## src/rtl/fetch_stage.sv

```systemverilog
// fetch_stage: instruction-fetch stage of the 5-stage ARM-subset pipeline.
// Latency: the word at address A is on ifid_instr one edge after pc==A with ifid_le=1.
// Backpressure: pc_e=0 holds the PC and ifid_le=0 holds IF/ID; a taken branch still redirects.
//
// Optional build macro: FLUSH_ON_BRANCH_EN. When defined, a taken branch
// squashes the word fetched alongside it (IF/ID gets NOP_WORD, valid=0).
// When undefined, that word enters IF/ID as a delay slot.
//
// Ports:
//   clk, reset          rising-edge clock, synchronous active-high reset
//   pc_e                PC load enable (0 = load-use stall)
//   ifid_le             IF/ID load enable (0 = hold)
//   branch_taken, ta    branch redirect request and target address
//   instr_in            combinational ROM read data for address pc
//   pc, next_pc         fetch address to ROM and pc+4
//   ifid_instr/_next_pc/_valid   IF/ID pipeline register contents
//   fetch_state         00 FILL, 01 RUN, 10 STALL
//   fetch_count         saturating count of words captured into IF/ID
//   stall_count         saturating count of stalled cycles
module fetch_stage #(
  parameter int unsigned PC_W     = 8,
  parameter int unsigned CNT_W    = 16,
  parameter logic [31:0] NOP_WORD = 32'h0000_0000
) (
  input  logic             clk,
  input  logic             reset,
  input  logic             pc_e,
  input  logic             ifid_le,
  input  logic             branch_taken,
  input  logic [PC_W-1:0]  ta,
  input  logic [31:0]      instr_in,
  output logic [PC_W-1:0]  pc,
  output logic [PC_W-1:0]  next_pc,
  output logic [31:0]      ifid_instr,
  output logic [PC_W-1:0]  ifid_next_pc,
  output logic             ifid_valid,
  output logic [1:0]       fetch_state,
  output logic [CNT_W-1:0] fetch_count,
  output logic [CNT_W-1:0] stall_count
);

  typedef enum logic [1:0] {
    FILL  = 2'b00,
    RUN   = 2'b01,
    STALL = 2'b10
  } state_t;

  typedef struct packed {
    logic [31:0]     instr;
    logic [PC_W-1:0] next_pc;
    logic            valid;
  } ifid_t;

  localparam logic [PC_W-1:0]  PC_STEP  = PC_W'(4);
  localparam logic [CNT_W-1:0] CNT_ONE  = CNT_W'(1);
  localparam logic [CNT_W-1:0] CNT_MAX  = '1;

  // Registered state
  logic [PC_W-1:0]  pc_q;
  ifid_t            ifid_q;
  state_t           state_q;
  logic [CNT_W-1:0] fetch_cnt_q;
  logic [CNT_W-1:0] stall_cnt_q;

  // Next-state values
  logic [PC_W-1:0]  pc_d;
  ifid_t            ifid_d;
  state_t           state_d;
  logic [CNT_W-1:0] fetch_cnt_d;
  logic [CNT_W-1:0] stall_cnt_d;

  logic [PC_W-1:0]  pc_plus4;
  logic [PC_W-1:0]  branch_tgt;
  logic             flush;
  logic             word_captured;
  logic             stall_cycle;

  // Wraps modulo 2^PC_W by width truncation (252 -> 0 for PC_W=8).
  assign pc_plus4   = pc_q + PC_STEP;
  // Targets are forced word-aligned; the low two bits of ta are ignored.
  assign branch_tgt = {ta[PC_W-1:2], 2'b00};

`ifdef FLUSH_ON_BRANCH_EN
  // The word fetched alongside a taken branch is on the wrong path: squash it.
  assign flush = branch_taken & ifid_le;
`else
  // Delay-slot semantics: the word fetched with the branch is kept.
  assign flush = 1'b0;
`endif

  assign word_captured = ifid_le & ~flush;
  // A redirect moves the PC even with pc_e=0, so it is not a stalled cycle.
  assign stall_cycle   = ~pc_e & ~branch_taken;

  // PC: branch redirect beats the stall, stall beats sequential advance.
  always_comb begin
    pc_d = pc_q;
    if (branch_taken) begin
      pc_d = branch_tgt;
    end else if (pc_e) begin
      pc_d = pc_plus4;
    end
  end

  // IF/ID: loads whenever enabled. With pc_e=1 and ifid_le=0 the PC still
  // advances and the current word is dropped silently.
  always_comb begin
    ifid_d = ifid_q;
    if (ifid_le) begin
      if (flush) begin
        ifid_d.instr = NOP_WORD;
        ifid_d.valid = 1'b0;
      end else begin
        ifid_d.instr = instr_in;
        ifid_d.valid = 1'b1;
      end
      ifid_d.next_pc = pc_plus4;
    end
  end

  // Saturating performance counters.
  always_comb begin
    fetch_cnt_d = fetch_cnt_q;
    stall_cnt_d = stall_cnt_q;
    if (word_captured && (fetch_cnt_q != CNT_MAX)) begin
      fetch_cnt_d = fetch_cnt_q + CNT_ONE;
    end
    if (stall_cycle && (stall_cnt_q != CNT_MAX)) begin
      stall_cnt_d = stall_cnt_q + CNT_ONE;
    end
  end

  // Fetch FSM next-state.
  always_comb begin
    state_d = state_q;
    unique case (state_q)
      FILL: begin
        if (ifid_le) begin
          state_d = RUN;
        end
      end
      RUN: begin
        if (!pc_e && !ifid_le && !branch_taken) begin
          state_d = STALL;
        end
      end
      STALL: begin
        if (pc_e || branch_taken) begin
          state_d = RUN;
        end
      end
      default: state_d = FILL;
    endcase
  end

  // Reset wins over everything, including a branch resolving on the same edge.
  always_ff @(posedge clk) begin
    if (reset) begin
      pc_q           <= '0;
      ifid_q.instr   <= NOP_WORD;
      ifid_q.next_pc <= '0;
      ifid_q.valid   <= 1'b0;
      state_q        <= FILL;
      fetch_cnt_q    <= '0;
      stall_cnt_q    <= '0;
    end else begin
      pc_q        <= pc_d;
      ifid_q      <= ifid_d;
      state_q     <= state_d;
      fetch_cnt_q <= fetch_cnt_d;
      stall_cnt_q <= stall_cnt_d;
    end
  end

  assign pc           = pc_q;
  assign next_pc      = pc_plus4;
  assign ifid_instr   = ifid_q.instr;
  assign ifid_next_pc = ifid_q.next_pc;
  assign ifid_valid   = ifid_q.valid;
  assign fetch_state  = state_q;
  assign fetch_count  = fetch_cnt_q;
  assign stall_count  = stall_cnt_q;

endmodule

```

## config.mk

```make
export PLATFORM = sky130hd
export DESIGN_NAME = fetch_stage
export DESIGN_NICKNAME = d
export VERILOG_FILES = /design/src/rtl/fetch_stage.sv
export SDC_FILE = /design/constraint.sdc
export NUM_CORES = 1
export LEC_CHECK = 0
export CAP_MARGIN = 20
export CORE_MARGIN = 1
export CORE_UTILIZATION = 44
export DETAILED_ROUTE_END_ITERATION = 7
export PLACE_DENSITY = 0.81
export SLEW_MARGIN = 20
export SYNTH_ARGS = -nofsm -noshare
export SYNTH_HDL_FRONTEND = slang
export SYNTH_SLANG_ARGS = --single-unit
```

## constraint.sdc

```tcl
create_clock -name clk -period 2.6 [get_ports clk]
set_input_delay 0.39 -clock clk [delete_from_list [all_inputs] [get_ports clk]]
set_output_delay 0.39 -clock clk [all_outputs]
set_load 0.02 [all_outputs]
```

After elaboration in Yosys (flattened, before gate mapping)
Index checks and enable logic that the tools add are counted.
- equal/unequal tests: 7
- multiplexer cells: 6
- bitwise logic cells: 3
- $add $sub $neg: 3
- reduce and logical (&&, ||, !) cells: 12
- operators by type and width (operator ; count):
    16-bit by 1-bit adder with 16-bit output (second input constant) ; 2
    16-bit inequality test (second input constant) ; 2
    8-bit two-way mux ; 2
    8-bit by 3-bit adder with 8-bit output (second input constant) ; 1
    2-bit two-way mux ; 3
    2-bit inequality test (second input constant) ; 3
    2-bit case mux with 3 select lines ; 1
    1-bit logical AND ; 4
    1-bit logical NOT ; 3
    3-bit AND reduction ; 1
    2-bit by 1-bit == test with 1-bit output (second input constant) ; 1
    2-bit == test (second input constant) ; 1
    2-bit logical NOT ; 1
    1-bit NOT ; 2
    2-bit nonzero test ; 1
    2-bit OR reduction ; 1
    1-bit AND ; 1
    1-bit logical OR ; 1
- register bits after elaboration: 83
- word-level logic and storage cells: 39

Depth between registers and ports, before layout
Gate-level depths: netlist (run 1).
- word-level depth: 5
- depth in mapped cells: 7
- gate-level depth less buffers: 5

Worst setup path before layout (run 1)
No wires, ideal clock.
- kind: register -> register
- start point: reg stall_cnt_q[0] (netlist: stall_count[0])
- end point: reg stall_cnt_q[6] (netlist: stall_count[6])
- data required time: 2.479 ns
- period minus slack after synthesis: 2.091 ns
- stages on the path, launching flop included: 6
- library setup time: 0.121 ns
- arrival: 1.970 ns
- buffers on the path: 1
- path slack: 0.509 ns
- path through: dfxtp_1 -> ha_1 -> or3b_2 -> clkbuf_1 -> a2111oi_0 -> mux2_2
- longest elaborated chain between the ends: 2
- ends and longest elaborated chain (element ; line ; text):
    from (decl) ; 63 ; logic [CNT_W-1:0] stall_cnt_q;
    from (signal assigned) ; 171 ; stall_cnt_q <= stall_cnt_d;
    branches (longest 2 deep; another with 16-bit by 1-bit adder with 16-bit output) ; -- ;
Parallel ways; which one is timed is not known.
A chain may end at the register's enable or synchronous reset.

Worst setup path in the final report (run 1)
- start point: reg pc_q[2] (netlist: pc[2])
- end point: out next_pc[6]
- longest elaborated chain between the ends: 1
- ends and longest elaborated chain (element ; line ; text):
    from (decl) ; 59 ; logic [PC_W-1:0] pc_q;
    from (signal assigned) ; 167 ; pc_q <= pc_d;
    8-bit by 3-bit adder with 8-bit output ; 79 ; assign pc_plus4 = pc_q + PC_STEP;
    to (decl) ; 33 ; output logic [PC_W-1:0] next_pc,
No other way between the ends.

==> results of run 1 <==
-- logic make-up after synthesis --
logic type | Yosys count
AO/OA/AOI/OAI | 49
XOR/XNOR | 12
adder cells (fa/ha/maj) | 3
buffers and inverters | 36
flip-flops | 79
multiplexers | 47
other | 1
AND/OR/NAND/NOR | 155
-- layout by cell type, fill, tap and decap left out, types with 3 or more instances in the layout --
master,instances
a21oi_1,17
dfxtp_1,79
nor4_1,6
clkbuf_8,10
nor2_1,71
nand4_1,11
conb_1,6
and4_1,3
xor2_1,4
buf_4,9
clkdlybuf4s50_1,124
and4b_1,3
inv_1,10
mux2_2,5
mux2i_1,42
xnor2_1,8
or4_1,6
a211oi_1,3
and3_1,5
clkinvlp_4,3
nor3_1,9
o31ai_1,5
o21ai_0,4
a2111oi_0,4
or3_1,4
o41ai_1,3
nand3_1,11
nand2_1,15
ha_1,3
nor2b_1,6
-- layer usage --
layer / global-route usage / part of all wire / vias up
met5: 0 / 0 / -
met3: 0.0787 / 0.077 / 10
met4: 0.0622 / 0.015 / 0
li1: - / - / 1608
met1: 0.243 / 0.45 / 1518
met2: 0.325 / 0.46 / 103
-- worst min-delay path, delay by kind of cell --
| kind | cells | cell delay (ns) |
|---|---|---|
| AO/OA/AOI/OAI | 1 | 0.14 |
| buffers and inverters | 2 | 0.23 |
-- final cells by class --
| class | instances | area (µm²) |
|---|---|---|
| Clock buffer | 11 | 141 |
| Clock inverter | 5 | 57.6 |
| Fill cell | 628 | 2670 |
| Inverter | 10 | 37.5 |
| Multi-Input combinational cell | 272 | 1740 |
| Sequential cell | 79 | 1580 |
| Tap cell | 102 | 128 |
| Timing Repair Buffer | 136 | 1330 |
-- power breakdown --
part,internal [W],switching [W]
combinational,0.000208,0.000196
sequential,0.00126,0.0000359
clock,0.000469,0.000437
total,0.00193,0.000669
-- path summary, 6_finish.rpt --
path / to / cells after the start / start / slack, ns
hold reg to reg: ifid_valid$_SDFFE_PP0P_ / 2 / ifid_valid$_SDFFE_PP0P_ / 0.47
hold / removal: stall_count[10]$_SDFFE_PP0P_ / 3 / reset / 0.47
setup reg to reg: stall_count[4]$_SDFFE_PP0P_ / 5 / stall_count[0]$_SDFFE_PP0P_ / 0.50
setup / recovery: next_pc[6] / 4 / pc[2]$_SDFFE_PP0P_ / 0.18
-- state kept, by name, indices dropped and copies added, names as in the netlist --
register,count
fetch_count,16
fetch_state,2
ifid_instr,32
ifid_next_pc,6
ifid_valid,1
pc,6
stall_count,16
-- through the flow --
stage	hold WS (ns)	util	area, µm²	total power (W)	instances
6_report	0.469	0.653	5020	0.00260	615
2_1_floorplan	0.533	-	3500	0.00153	387
3_5_place_dp	0.456	0.627	4820	0.00173	599
4_1_cts	0.464	0.653	5020	0.00263	615
5_1_grt	0.479	0.653	5020	0.00273	615
3_3_place_gp	0.445	0.627	4820	0.00172	599
==> results.json, run 1 <==
{
  "cts.hold.buffers_added": 0,
  "ctsResizeCount": 0,
  "synth_edf_count": 0,
  "detailed_place_hpwl_mm": 5.99,
  "grt-ovfl-total": 0,
  "fin_skew_ns": 0.00795,
  "outcome": "completed",
  "htree_levels": 3,
  "synthDistinctLibCells": 44,
  "track_usage": 0.200,
  "min_period_ns": 2.42,
  "path_max_fanout": 6,
  "cp.required_ns": 2.21,
  "power.density_nw_per_um2": 519,
  "start_util": 0.453,
  "muxShareOfSynthArea": 0.137,
  "slowest_delay_ns": 0.65,
  "hold_viol": 0,
  "synth.avg_cell_area_um2": 9.12,
  "path_buf_inv": 1,
  "setup_tns_ns": 0,
  "netlist_area_um2": 3480,
  "timing.setup.critical_path_class": "flop to output pin",
  "rsz0062_at_grt": "no",
  "ys.flop_type": "dfxtp_1",
  "relSlewSlack": 0.532,
  "synth_async_sr_flop_share": 0,
  "synth_top_area_share": 0.454,
  "layout-drive-gt1-share": 0.0663,
  "antenna_found_initial": 0,
  "area_growth_pct": 44.0,
  "netlist_instances": 382,
  "arrival_ns": 2.03,
  "ant_nets": 0,
  "final_nets": 556,
  "grt_pass1_wl_mm": 13.6,
  "worstSetupStartpointType": "flop",
  "clockBufferDepth": 2,
  "critPathSlowestCell": "clkdlybuf4s50_1",
  "first_pass_iters": 4,
  "synth_common_cells": "dfxtp_1 (79), nor2_1 (71), mux2i_1 (42)",
  "synth-simple-area-share": 0.219,
  "worst_slew_pin_slew_ns": 0.702,
  "synthTopCellsByArea": "dfxtp_1 (45%), mux2i_1 (12%), nor2_1 (7.6%)",
  "root_buffer": "clkbuf_8",
  "end_kind": "output pin",
  "setup_viol": 0,
  "die-area_um2": 8280,
  "cts.sinks": 79,
  "hp-class": "primary input to flop",
  "vdd_drop_max_mv": 0.292,
  "drtIter0Drc": 129,
  "insertion_delay_ns": 0.34,
  "setup_slack_ns": 0.179,
  "postCtsSetupBuffers": 0,
  "yosys_warnings": 0,
  "die_y_um": 91.0,
  "place_congestion": 0.824,
  "synth_top_family_by_area": "simple AND/OR/NAND/NOR gates",
  "core_um2": 7690,
  "ios": 136,
  "drt-total-wl_mm": 8.40,
  "synth_top_area_cell": "dfxtp_1",
  "grt_max_degree": 48,
  "synth_compound_area_frac": 0.0962,
  "vias": 3239,
  "synth_xor_area_frac": 0.0302,
  "min_period_over_period": 0.931,
  "numCtsBuffers": 9,
  "yosysMostFrequentCell": "dfxtp_1",
  "antenna_cells": 0,
  "drc": 0,
  "io_buffer_count": 127,
  "fmax_ghz": 0.413,
  "synth_fa_ha_area_frac": 0.0108,
  "power_leakage_nw": 1.95,
  "dieWidth_um": 91.0,
  "crit_chain": "ha_1, nand3_1, xnor2_1, clkdlybuf4s50_1",
  "grt_pass1_vias": 2956,
  "ys_ff_latch": 79,
  "cts_tree": "built",
  "crit_family": "buffers and inverters",
  "clk_pin_slew_ns": 0.08,
  "pre_cts_ws_ns": 0.269,
  "detail_route.vias_per_cell": 5.27,
  "synth.yosys.seq_area_share": 0.454,
  "maxSlewViolCount": 0,
  "cap_viol_max_count": 0,
  "routedWlPerCell_um": 13.7,
  "fp-row-count": 32
}
No activity file was read; power rests on OpenSTA's default activity.
==> run 2, diff against run 1 <==
- CORE_UTILIZATION: 44 -> 39
- CTS_CLUSTER_DIAMETER: default -> 30
- PLACE_DENSITY: 0.81 -> 0.76
- clock period: 2.6 -> 2 ns (I/O delays scaled with it)
==> run 2 against run 1 <==
Against the previous run:
- the run now ends with negative setup slack left
- clock power is 31% higher
- global-route usage is 1.2 points higher
- die area is 13% higher
- routed wire length is 15% higher
- non-clock buffer count is 21 higher
- first-iteration DRC count is 57% lower
- core utilization is 5.2 points lower
- clock-buffer cell count is 1 lower
- register-to-register slack worse by 0.57 ns
- worst setup slack worse by 0.25 ns
- critical endpoint is now stall_count[10]$_SDFFE_PP0P_
- highest routed layer unchanged
==> results.json, run 2 (same netlist as run 1, synthesis figures left out) <==
{
  "hp-class": "primary input to flop",
  "fin_skew_ns": 0.0118,
  "first_pass_iters": 4,
  "grt_pass1_vias": 3284,
  "ios": 136,
  "end_kind": "flop",
  "final_nets": 577,
  "critPathSlowestCell": "or3b_2",
  "setup_slack_ns": -0.0673,
  "grt-ovfl-total": 0,
  "track_usage": 0.212,
  "crit_family": "simple AND/OR/NAND/NOR gates",
  "root_buffer": "clkbuf_8",
  "timing.setup.critical_path_class": "flop to flop",
  "detailed_place_hpwl_mm": 6.72,
  "area_growth_pct": 49.6,
  "io_buffer_count": 127,
  "vdd_drop_max_mv": 0.377,
  "detail_route.vias_per_cell": 5.25,
  "mostFrequentLayoutCell": "clkdlybuf4s50_1",
  "insertion_delay_ns": 0.35,
  "path_buf_inv": 1,
  "crit_chain": "ha_1, or3b_2, buf_4, nor4_1, nand3b_1, o211a_1",
  "dieWidth_um": 96.5,
  "fp-row-count": 34,
  "hold_viol": 0,
  "min_period_ns": 2.07,
  "cap_viol_max_count": 0,
  "cts.hold.buffers_added": 0,
  "start_util": 0.402,
  "antenna_cells": 0,
  "maxSlewViolCount": 0,
  "ant_nets": 0,
  "nFillCells": 779,
  "post-route-util": 0.601,
  "cts.sinks": 79,
  "numCtsBuffers": 9,
  "grt_pass1_wl_mm": 15.2,
  "core_um2": 8680,
  "drc": 0,
  "setup_tns_ns": -0.0673,
  "largest_register_ffs": 32,
  "power_leakage_nw": 2.07,
  "place_congestion": 0.810,
  "routedWlPerCell_um": 15.0,
  "drtIter0Drc": 56,
  "die_y_um": 96.5,
  "fmax_ghz": 0.484,
  "worst_slew_pin_slew_ns": 0.605,
  "slowest_delay_ns": 0.52,
  "clk_pin_slew_ns": 0.09,
  "layout-drive-gt1-share": 0.125,
  "min_period_over_period": 1.03,
  "outcome": "finished with violations",
  "grt_max_degree": 81,
  "violations": "negative setup slack",
  "worstSetupStartpointType": "flop",
  "clockBufferDepth": 2,
  "final_cell_mix": "clkdlybuf4s50_1 (120), dfxtp_1 (75), nor2_1 (71)",
  "path_max_fanout": 5,
  "die-area_um2": 9320,
  "vias": 3371,
  "cts_tree": "built",
  "arrival_ns": 2.32,
  "drt-total-wl_mm": 9.64,
  "setup_viol": 1,
  "htree_levels": 3,
  "power.density_nw_per_um2": 656,
  "relSlewSlack": 0.596,
  "antenna_found_initial": 0,
  "cp.required_ns": 2.25
}
## run 2: cell types whose count changed in the layout (fill, tap and decap cells not counted), sizes merged
| cell | delta |
|---|---|
| inv | +1 |
| buf | +21 |
| dlygate4sd2 | +1 |
| clkdlybuf4s15 | +1 |
| clkinvlp | -2 |
| clkdlybuf4s50 | -4 |
| dlymetal6s2s | -1 |
| clkbuf | +2 |
| clkinv | +2 |
## run 2: report_power, final
| part | total [W] | leakage (nW) | switching, W | internal [W] |
|---|---|---|---|---|
| logic | 0.000547 | 1.33 | 0.000270 | 0.000277 |
| registers | 0.00168 | 0.648 | 0.0000431 | 0.00164 |
| clock network | 0.00119 | 0.0968 | 0.000611 | 0.000584 |
| total | 0.00342 | 2.07 | 0.000924 | 0.00250 |
## run 2: path summary, 6_finish.rpt
kind                                    start                            to  slack [ns]  depth (start not counted)
hold / removal                        ifid_le   fetch_count[1]$_SDFFE_PP0P_        0.40                          4
hold reg to reg       ifid_valid$_SDFFE_PP0P_       ifid_valid$_SDFFE_PP0P_        0.47                          2
setup / recovery  stall_count[0]$_SDFFE_PP0P_  stall_count[10]$_SDFFE_PP0P_       -0.07                          6
setup reg to reg  stall_count[0]$_SDFFE_PP0P_  stall_count[10]$_SDFFE_PP0P_       -0.07                          6
## run 2: worst min-delay path: cells and delay by family
kind	cells	cell delay [ns]
buffers and inverters	2	0.28
and+or+nand+nor	1	0.07
AOI/OAI and AO/OA	1	0.06
## run 2: layout make-up
| class | count | area (µm²) | share of cell area |
|---|---|---|---|
| Inverter | 10 | 37.5 | 0.00720 |
| Clock inverter | 6 | 68.8 | 0.0132 |
| Clock buffer | 10 | 128 | 0.0245 |
| Timing Repair Buffer | 157 | 1480 | 0.285 |
| Sequential cell | 79 | 1590 | 0.304 |
| Tap cell | 108 | 135 | 0.0259 |
| Multi-Input combinational cell | 272 | 1770 | 0.340 |
## run 2: metrics by stage
| stage | area, µm² | cells | worst slack, ns | hold slack [ns] | power (W) |
|---|---|---|---|---|---|
| after global placement | 4980 | 623 | -0.187 | 0.446 | 0.00226 |
| after detailed placement | 4980 | 623 | -0.242 | 0.455 | 0.00227 |
| after global routing | 5210 | 642 | -0.0915 | 0.410 | 0.00357 |
| after CTS | 5180 | 639 | 0.000435 | 0.397 | 0.00346 |
| final | 5210 | 642 | -0.0673 | 0.397 | 0.00342 |
| after floorplan | 3510 | 387 | 0.00989 | 0.443 | 0.00199 |
## run 2: what timing repair did
item                                    CTS  global route
setup buffers                             0             3
pin swaps                                 0             1
gates resized for setup                   9            11
endpoints found under the setup margin    6             9
## run 2: metal layers
layer / vias to the layer above / track usage / part of all wire
met5: - / 0 / 0
met4: 0 / 0.0711 / 0.014
met3: 13 / 0.0986 / 0.098
met2: 123 / 0.353 / 0.48
met1: 1585 / 0.238 / 0.40
li1: 1650 / - / -
==> run 3, diff against run 2 <==
- RECOVER_POWER: default -> 50
==> run 3 against run 2 <==
Against the previous run:
- the run still ends with negative setup slack left
- sequential share of layout area increased by 0.059 points
- clock skew decreased by 0.0013 ns
- global-route usage unchanged
==> results.json, run 3 (same netlist as run 1, synthesis figures left out) <==
{
  "r2r_slack_ns": -0.07,
  "slowest_delay_ns": 0.52,
  "violations": "negative setup slack",
  "end_kind": "flop",
  "hold_start": "reset",
  "routedWlPerCell_um": 15.0,
  "final_nets": 577,
  "comb_power_share": 0.156,
  "layout-drive-gt1-share": 0.122,
  "cts.sinks": 79,
  "largest_register_ffs": 32,
  "detail_route.vias_per_cell": 5.22,
  "antenna_cells": 0,
  "hp-class": "primary input to flop",
  "holdWs_ns": 0.409,
  "hold_depth": 3,
  "drc": 0,
  "path_max_fanout": 5,
  "outcome": "finished with violations",
  "die-area_um2": 9320,
  "dieWidth_um": 96.5,
  "place_congestion": 0.810,
  "r2r_cells": 6,
  "min_period_ns": 2.07,
  "clockBufferDepth": 2,
  "busiest_layer": "met2",
  "seq_power_share": 0.492,
  "min_period_over_period": 1.03,
  "hold_viol": 0,
  "setup_slack_ns": -0.0694,
  "track_usage": 0.212,
  "vias": 3351,
  "crit_chain": "ha_1, or3b_2, buf_4, nor4_1, nand3b_1, o211a_1",
  "switching_share": 0.271,
  "detailed_place_hpwl_mm": 6.72,
  "insertion_delay_ns": 0.35,
  "grt_use_met2": 0.353,
  "fin_skew_ns": 0.0105,
  "drtIter0Drc": 55,
  "pre_cts_ws_ns": -0.242,
  "drt-total-wl_mm": 9.62,
  "worst_slew_pin_slew_ns": 1.16,
  "grt-ovfl-total": 0,
  "vdd_drop_max_mv": 0.376,
  "numCtsBuffers": 9,
  "final_cell_mix": "clkdlybuf4s50_1 (85), dfxtp_1 (75), nor2_1 (71)",
  "first_pass_iters": 4,
  "htree_levels": 3,
  "cts_tree": "built",
  "antenna_found_initial": 0,
  "io_buffer_count": 127,
  "start_util": 0.402,
  "area_growth_pct": 49.3,
  "power_leakage_nw": 2.15,
  "use_met3": 0.0986,
  "critPathSlowestCell": "or3b_2",
  "core_um2": 8680,
  "cap_viol_max_count": 0,
  "p_sw_w": 0.000923,
  "ant_nets": 0,
  "grt_pass1_wl_mm": 15.2,
  "ios": 136,
  "power.density_nw_per_um2": 654,
  "die_y_um": 96.5,
  "r2r_start": "stall_count[0]$_SDFFE_PP0P_",
  "internal-power_w": 0.00248,
  "clkPwrFrac": 0.351,
  "timing.setup.critical_path_class": "flop to flop",
  "setup_viol": 1,
  "fmax_ghz": 0.483,
  "grt_pass1_vias": 3284,
  "maxSlewViolCount": 0,
  "fp-row-count": 34,
  "clk_pin_slew_ns": 0.09,
  "root_buffer": "clkbuf_8",
  "worstSetupStartpointType": "flop",
  "mostFrequentLayoutCell": "clkdlybuf4s50_1",
  "cts.hold.buffers_added": 0,
  "grt_max_degree": 81,
  "hold_end": "fetch_count[6]$_SDFFE_PP0P_",
  "gr-usage-met1": 0.238,
  "relSlewSlack": 0.223,
  "cp.required_ns": 2.25,
  "arrival_ns": 2.32,
  "r2r-end": "stall_count[10]$_SDFFE_PP0P_"
}
run 3: how the worst max path moves through the flow:
stage	end	start
after global routing	stall_count[10]$_SDFFE_PP0P_	stall_count[0]$_SDFFE_PP0P_
after detailed placement	stall_count[6]$_SDFFE_PP0P_	branch_taken
after CTS	next_pc[7]	pc[2]$_SDFFE_PP0P_
after floorplan	stall_count[6]$_SDFFE_PP0P_	stall_count[0]$_SDFFE_PP0P_
after global placement	stall_count[15]$_SDFFE_PP0P_	branch_taken
final	stall_count[10]$_SDFFE_PP0P_	stall_count[0]$_SDFFE_PP0P_
run 3: per-stage QoR:
step	utilization	power (W)	instance area, µm²	std cells	setup TNS, ns
2_1_floorplan	-	0.00199	3510	387	0
3_3_place_gp	0.574	0.00226	4980	623	-1.34
3_5_place_dp	0.574	0.00227	4980	623	-1.53
4_1_cts	0.597	0.00346	5180	639	0
5_1_grt	0.599	0.00355	5200	642	-0.101
6_report	0.599	0.00340	5200	642	-0.0694
run 3: per-layer routing:
layer / vias to the layer above / wire length [µm]
met5: - / 0
met4: 0 / 136
met3: 12 / 943
met2: 121 / 4690
met1: 1572 / 3850
li1: 1646 / -
run 3: critical path, delay by kind of cell (launching register included):
kind	cells	cell delay, ns
buffers and inverters	1	0.18
AOI/OAI and AO/OA	1	0.16
and+or+nand+nor	3	1.08
DFF	1	0.36
adders and majority gates	1	0.18
run 3: cell type report:
class	instances	area (µm²)
repair buffers	157	1470
well taps	108	135
flip-flops and latches	79	1590
clock inverters	6	68.8
clock buffers	10	128
multi-input cells	272	1770
fillers	782	3480
inverters	10	37.5
run 3: power by group through the flow:
stage          combinational [W]  clock (W)  sequential [W]
4_1_cts                 0.000554    0.00123         0.00168
3_5_place_dp            0.000557          0         0.00171
3_3_place_gp            0.000547          0         0.00171
5_1_grt                 0.000576    0.00129         0.00169
6_report                0.000532    0.00120         0.00168
2_1_floorplan           0.000200          0         0.00179
run 3: what timing repair did:
| item | 4_1_cts | 5_1_grt |
|---|---|---|
| gates resized for setup | 9 | 11 |
| setup buffers | 0 | 3 |
| endpoints found under the setup margin | 6 | 9 |
| hold endpoints to repair | 0 | 0 |
| pin swaps | 0 | 1 |
